===== src/rtl/parallel_gate_arb_pkg.sv =====
// parallel_gate_arb_pkg: opcode and FSM state types shared by the gate arbiter
// and its ALU.
package parallel_gate_arb_pkg;

  localparam int OPW = 3;

  typedef enum logic [OPW-1:0] {
    OP_AND  = 3'd0,
    OP_OR   = 3'd1,
    OP_NAND = 3'd2,
    OP_NOR  = 3'd3,
    OP_XOR  = 3'd4,
    OP_XNOR = 3'd5,
    OP_NOTA = 3'd6,
    OP_PASS = 3'd7
  } op_t;

  typedef enum logic [1:0] {
    IDLE = 2'd0,
    EXEC = 2'd1,
    RESP = 2'd2
  } state_t;

endpackage


===== src/rtl/parallel_gate_alu.sv =====
// parallel_gate_alu: one shared copy of the bitwise gate array plus an opcode
// result mux. Also holds the parallel_gate_* primitives it is built from.

module parallel_gate_and #(parameter int W = 8) (
  input  logic [W-1:0] a,
  input  logic [W-1:0] b,
  output logic [W-1:0] y
);
  assign y = a & b;
endmodule

module parallel_gate_nand #(parameter int W = 8) (
  input  logic [W-1:0] a,
  input  logic [W-1:0] b,
  output logic [W-1:0] y
);
  assign y = ~(a & b);
endmodule

module parallel_gate_or #(parameter int W = 8) (
  input  logic [W-1:0] a,
  input  logic [W-1:0] b,
  output logic [W-1:0] y
);
  assign y = a | b;
endmodule

module parallel_gate_nor #(parameter int W = 8) (
  input  logic [W-1:0] a,
  input  logic [W-1:0] b,
  output logic [W-1:0] y
);
  assign y = ~(a | b);
endmodule

module parallel_gate_xor #(parameter int W = 8) (
  input  logic [W-1:0] a,
  input  logic [W-1:0] b,
  output logic [W-1:0] y
);
  assign y = a ^ b;
endmodule

module parallel_gate_xnor #(parameter int W = 8) (
  input  logic [W-1:0] a,
  input  logic [W-1:0] b,
  output logic [W-1:0] y
);
  assign y = ~(a ^ b);
endmodule

module parallel_gate_alu
  import parallel_gate_arb_pkg::*;
#(
  parameter  int S = 3,
  localparam int W = 2**S
) (
  input  op_t          op,
  input  logic [W-1:0] a,
  input  logic [W-1:0] b,
  output logic [W-1:0] y
);

  logic [W-1:0] y_and, y_nand, y_or, y_nor, y_xor, y_xnor;

  parallel_gate_and  #(.W(W)) u_and  (.a(a), .b(b), .y(y_and));
  parallel_gate_nand #(.W(W)) u_nand (.a(a), .b(b), .y(y_nand));
  parallel_gate_or   #(.W(W)) u_or   (.a(a), .b(b), .y(y_or));
  parallel_gate_nor  #(.W(W)) u_nor  (.a(a), .b(b), .y(y_nor));
  parallel_gate_xor  #(.W(W)) u_xor  (.a(a), .b(b), .y(y_xor));
  parallel_gate_xnor #(.W(W)) u_xnor (.a(a), .b(b), .y(y_xnor));

  // Select the gate output for the requested opcode.
  always_comb begin
    y = '0;
    case (op)
      OP_AND:  y = y_and;
      OP_OR:   y = y_or;
      OP_NAND: y = y_nand;
      OP_NOR:  y = y_nor;
      OP_XOR:  y = y_xor;
      OP_XNOR: y = y_xnor;
      OP_NOTA: y = ~a;
      OP_PASS: y = a;
      default: y = '0;
    endcase
  end

endmodule


===== src/rtl/parallel_gate_arbiter.sv =====
// parallel_gate_arbiter: shares one parallel_gate_alu between N requesters.
// IDLE grants and latches, EXEC registers the result, RESP holds it until
// taken. Define PARALLEL_GATE_ARB_RR_EN for round-robin; otherwise the lowest
// valid index always wins.
module parallel_gate_arbiter
  import parallel_gate_arb_pkg::*;
#(
  parameter  int S  = 3,
  parameter  int N  = 4,
  localparam int W  = 2**S,
  localparam int IW = $clog2(N)
) (
  input  logic              clk,
  input  logic              rst_n,
  input  logic [N-1:0]      req_valid,
  output logic [N-1:0]      req_ready,
  input  logic [OPW*N-1:0]  req_op,
  input  logic [N*W-1:0]    req_a,
  input  logic [N*W-1:0]    req_b,
  output logic              rsp_valid,
  input  logic              rsp_ready,
  output logic [IW-1:0]     rsp_id,
  output logic [W-1:0]      rsp_data
);

  state_t          state;
  op_t             op_q;
  logic [W-1:0]    a_q, b_q, alu_y;
  logic [IW-1:0]   id_q, gidx, p;
  logic [N-1:0]    grant;
  logic            found;
  int unsigned     idx;

`ifdef PARALLEL_GATE_ARB_RR_EN
  // Rotate the search start to just past the last winner.
  always_ff @(posedge clk or negedge rst_n) begin
    if (!rst_n) p <= '0;
    else if (state == IDLE && found)
      p <= (gidx == IW'(N-1)) ? '0 : gidx + 1'b1;
  end
`else
  assign p = '0;
`endif

  // Scan p, p+1, ... mod N; first valid requester wins.
  always_comb begin
    grant = '0;
    gidx  = '0;
    found = 1'b0;
    idx   = 0;
    for (int k = 0; k < N; k++) begin
      idx = k + int'(p);
      if (idx >= N) idx = idx - N;
      if (!found && req_valid[idx]) begin
        found       = 1'b1;
        grant[idx]  = 1'b1;
        gidx        = idx[IW-1:0];
      end
    end
  end

  // Reset masks the accept so all outputs read zero while rst_n is low.
  assign req_ready = (state == IDLE && rst_n) ? grant : '0;

  parallel_gate_alu #(.S(S)) u_alu (.op(op_q), .a(a_q), .b(b_q), .y(alu_y));

  // Sequencer: latch the winner, register the result, hold until consumed.
  always_ff @(posedge clk or negedge rst_n) begin
    if (!rst_n) begin
      state     <= IDLE;
      op_q      <= OP_AND;
      a_q       <= '0;
      b_q       <= '0;
      id_q      <= '0;
      rsp_valid <= 1'b0;
      rsp_data  <= '0;
      rsp_id    <= '0;
    end else begin
      case (state)
        IDLE: if (found) begin
          op_q  <= op_t'(req_op[OPW*int'(gidx) +: OPW]);
          a_q   <= req_a[W*int'(gidx) +: W];
          b_q   <= req_b[W*int'(gidx) +: W];
          id_q  <= gidx;
          state <= EXEC;
        end
        EXEC: begin
          rsp_data  <= alu_y;
          rsp_id    <= id_q;
          rsp_valid <= 1'b1;
          state     <= RESP;
        end
        RESP: if (rsp_ready) begin
          rsp_valid <= 1'b0;
          state     <= IDLE;
        end
        default: state <= IDLE;
      endcase
    end
  end

endmodule


===== config.mk =====
export PLATFORM = sky130hd
export DESIGN_NAME = parallel_gate_arbiter
export DESIGN_NICKNAME = d
export VERILOG_FILES = /design/src/rtl/parallel_gate_arb_pkg.sv /design/src/rtl/parallel_gate_alu.sv /design/src/rtl/parallel_gate_arbiter.sv
export SDC_FILE = /design/constraint.sdc
export NUM_CORES = 1
export LEC_CHECK = 0
export CORE_UTILIZATION = 58
export CTS_BUF_LIST = sky130_fd_sc_hd__clkbuf_16
export CTS_CLUSTER_SIZE = 14
export DETAILED_ROUTE_END_ITERATION = 8
export DONT_BUFFER_PORTS = 1
export GPL_TIMING_DRIVEN = 1
export PLACE_DENSITY = 0.76
export SYNTH_ARGS = -nofsm -noshare
export SYNTH_HDL_FRONTEND = slang
export SYNTH_SLANG_ARGS = --single-unit

===== constraint.sdc =====
create_clock -name clk -period 1.3 [get_ports clk]
set_input_delay 0.195 -clock clk [delete_from_list [all_inputs] [get_ports clk]]
set_output_delay 0.195 -clock clk [all_outputs]
set_load 0.02 [all_outputs]

==> metrics.md <==
| Metric | Value |
|---|---|
| Status | `complete, but fails checks` |
| Violated checks | `negative setup slack` |
| Most frequent cells in the layout | `48 x buf_4, 46 x nand2_1, 33 x dfrtp_1` |
| Layout area overhead | `39.2%` |
| Post-synth top area share | `0.331` |
| Max-Cap Viols | `0` |
| Seq/Total Area, Yosys | `0.331` |
| DIE WIDTH | `68.6 um` |
| Nets | `462` |
| Synth unique cells | `38` |
| First-pass GRT wire length | `12900 um` |
| Die Area | `0.00470 mm^2` |
| FF+latch count, synth | `34` |
| Ys Warns | `0` |
| Setup ws final | `-291 ps` |
| Worst setup EP type | `flip-flop` |
| Largest net degree at the start of global routing | `42` |
| Gr usage total | `0.384` |
| Avg WL per Cell | `23.2 um` |
| Routability cong. | `0.889` |
| Number of diodes | `0` |
| Die extent in y | `68.6 um` |
| CP arrival | `1800 ps` |
| Startpoint Class | `flip-flop` |
| Setup violators final | `34` |
| Critical path class | `reg -> reg` |
| LEAKAGE | `1.54 nW` |
| Placed insts | `382` |
| Total grt overflow | `0` |
| Synth Cell Area | `0.00257 mm^2` |
| Crit Path Max Fanout | `4` |
| VDD IR max | `1.32 mV` |
| Vias in the first global route | `2653` |
| Clk Latency, worst-skew pair | `300 ps` |
| Clock slew at reported path FFs | `60 ps` |
| CTS H-tree depth | `2` |
| Row cnt | `23` |
| DRC viols | `0` |
| Iteration count of the initial detailed-routing pass | `6` |
| Dominant cell type by area after synthesis | `dfrtp_1` |
| Drt total wl | `9620 um` |
| Clk root buf | `clkbuf_16` |
| Syn nets | `416` |
| CP required | `1510 ps` |
| Deepest clock path buffer count | `2` |
| CTS tree | `built` |
| Core footprint | `0.00412 mm^2` |
| CTS sink cnt | `34` |
| Routed Antenna Nets | `0` |
| Main area contributors after synthesis | `dfrtp_1 33%, ha_1 7.8%, a222oi_1 7.4%, nand2_1 6.7%, a21oi_1 6.6%` |
| Worst Setup Slack post-DPL | `-174 ps` |
| Final Hold Violating Endpoints | `0` |
| Layout cell share with drive strength beyond 1 | `0.357` |
| Hold Crit Class | `in -> reg` |
| Worst Skew | `3.26 ps` |
| Detailed Route Iter0 Violations | `447` |
| Fmax | `629 MHz` |
| Post-DP HPWL | `4770 um` |
| Period utilization | `1.22` |
| Synth Instances | `317` |
| Final cell count without fillers | `414` |
| Tmin final | `1590 ps` |
| Initial Utilization | `0.624` |
| Slew Limit Headroom | `0.638` |
| Initial antenna violation count | `0` |
| TritonCTS Buffers | `5` |
| Avg Cell Area, Syn | `8.10 um^2` |
| Worst Tran Pin Value | `543 ps` |
| Post-DR vias/cell | `7.04` |
| Most common cell after layout, fill and taps aside | `buf_4` |
| Vias | `2915` |
| RSZ-0062 raised after global routing | `yes` |
| Power Density | `2970 mW/mm^2` |
| PortBufs | `0` |
| Ports | `98` |
| Pins over their slew limit | `0` |
-- cells by family (layout without fill, tap and decap cells) --
| kind of cell | after synthesis | count (layout) | share of synthesized area |
|---|---|---|---|
| compound gates | 111 | 111 | 0.286 |
| flops | 34 | 34 | 0.331 |
| mux | 10 | 10 | 0.0414 |
| fa+ha+maj | 16 | 16 | 0.0779 |
| simple gates | 99 | 99 | 0.175 |
| xor+xnor | 1 | 1 | 0.00341 |
| buf+inv | 46 | 93 | 0.0848 |
-- power breakdown --
part / leakage (nW) / switching, mW / internal (mW)
clock: 0.0672 / 0.503 / 0.700
combinational: 1.08 / 3.59 / 3.50
sequential: 0.388 / 0.724 / 1.61
-- routing by layer --
metal | GRT usage | wire length [um] | vias up | share of wire
met2 | 0.612 | 4530 | 272 | 0.47
met5 | 0 | 0 | - | 0
met4 | 0.229 | 556 | 0 | 0.058
met1 | 0.470 | 3600 | 1334 | 0.37
li1 | - | - | 1244 | -
met3 | 0.0905 | 933 | 65 | 0.097
-- sequential cells by signal, indices dropped and copies added (netlist names) --
name	cells
rsp_data	8
op_q	3
rsp_id	2
b_q	8
state	2
id_q	2
a_q	8
rsp_valid	1
-- critical path, stage by stage, from the launching register on --
cell and delay, ps:
dfrtp_1 430, ha_2 220, mux2_2 290, a211oi_2 260
o221ai_1 190, o211ai_1 110
-- final cells by class --
| class | count | area (um^2) |
|---|---|---|
| timing repair buffer | 66 | 687 |
| clock buffer | 5 | 125 |
| multi-input combinational | 237 | 1760 |
| clock inverter | 3 | 16.3 |
| fill | 194 | 541 |
| tap | 50 | 62.6 |
| sequential | 34 | 852 |
| inverter | 19 | 75.1 |
-- repair_timing --
item / CTS / global route
endpoints found under the setup margin: 33 / 34
hold buffers: 2 / 0
cloned: 5 / 1
setup buffers: 12 / 8
gates resized for setup: 48 / 30
pin swaps: 15 / 13
hold endpoints to repair: 34 / 0
-- synthesized netlist by cell type --
| library cell | number |
|---|---|
| buf_2 | 9 |
| and4_1 | 2 |
| mux2i_1 | 5 |
| or2_0 | 1 |
| o221ai_1 | 7 |
| o2bb2ai_1 | 5 |
| o21ai_0 | 27 |
| clkinv_1 | 1 |
| o31a_1 | 1 |
| buf_1 | 2 |
| or3_4 | 1 |
| clkbuf_1 | 10 |
| or2_1 | 2 |
| nand3b_1 | 1 |
| nand2_1 | 46 |
| o211ai_1 | 2 |
| a222oi_1 | 19 |
| a311oi_1 | 1 |
| inv_1 | 18 |
| ha_1 | 16 |
| xnor2_1 | 1 |
| nor2_1 | 25 |
| mux2_2 | 4 |
| buf_6 | 3 |
| nor4_1 | 1 |
| nor3b_1 | 2 |
| a21oi_1 | 34 |
| o311ai_0 | 1 |
| buf_4 | 3 |
| dfrtp_1 | 34 |
| nand2b_1 | 3 |
| a22o_1 | 1 |
| and3_1 | 2 |
| o22ai_1 | 11 |
| nor3_1 | 4 |
| mux2_1 | 1 |
| a211oi_1 | 2 |
| nor2b_1 | 9 |
-- per-stage QoR --
stage | TNS [ps] | power [mW] | utilization | instance area [um^2] | hold slack, ps
2_1_floorplan | -270 | 5.10 | - | 2600 | -101
3_3_place_gp | -844 | 6.37 | 0.696 | 2870 | -99.9
3_5_place_dp | -1810 | 6.52 | 0.696 | 2870 | -99.8
4_1_cts | -4280 | 9.46 | 0.841 | 3460 | 38.4
5_1_grt | -5750 | 11.1 | 0.869 | 3570 | 43.6
6_report | -4710 | 10.6 | 0.869 | 3570 | 33.1
-- worst paths after layout --
kind                                     startpoint                       to  slack [ps]  cells after the start
worst max register to register   a_q[2]$_DFFE_PN0P_  rsp_data[2]$_DFFE_PN0P_        -290                      5
worst min register to register  id_q[0]$_DFFE_PN0P_    rsp_id[0]$_DFFE_PN0P_         550                      2
worst max-delay path             a_q[2]$_DFFE_PN0P_  rsp_data[2]$_DFFE_PN0P_        -290                      5
min in group asynchronous                     rst_n  rsp_data[0]$_DFFE_PN0P_         370                      2
worst min-delay path                      rsp_ready     state[1]$_DFFE_PN0P_          30                      1
max in group asynchronous                     rst_n      op_q[2]$_DFFE_PN0P_         740                      2
Note: power is estimated with default switching activity, not from simulation.
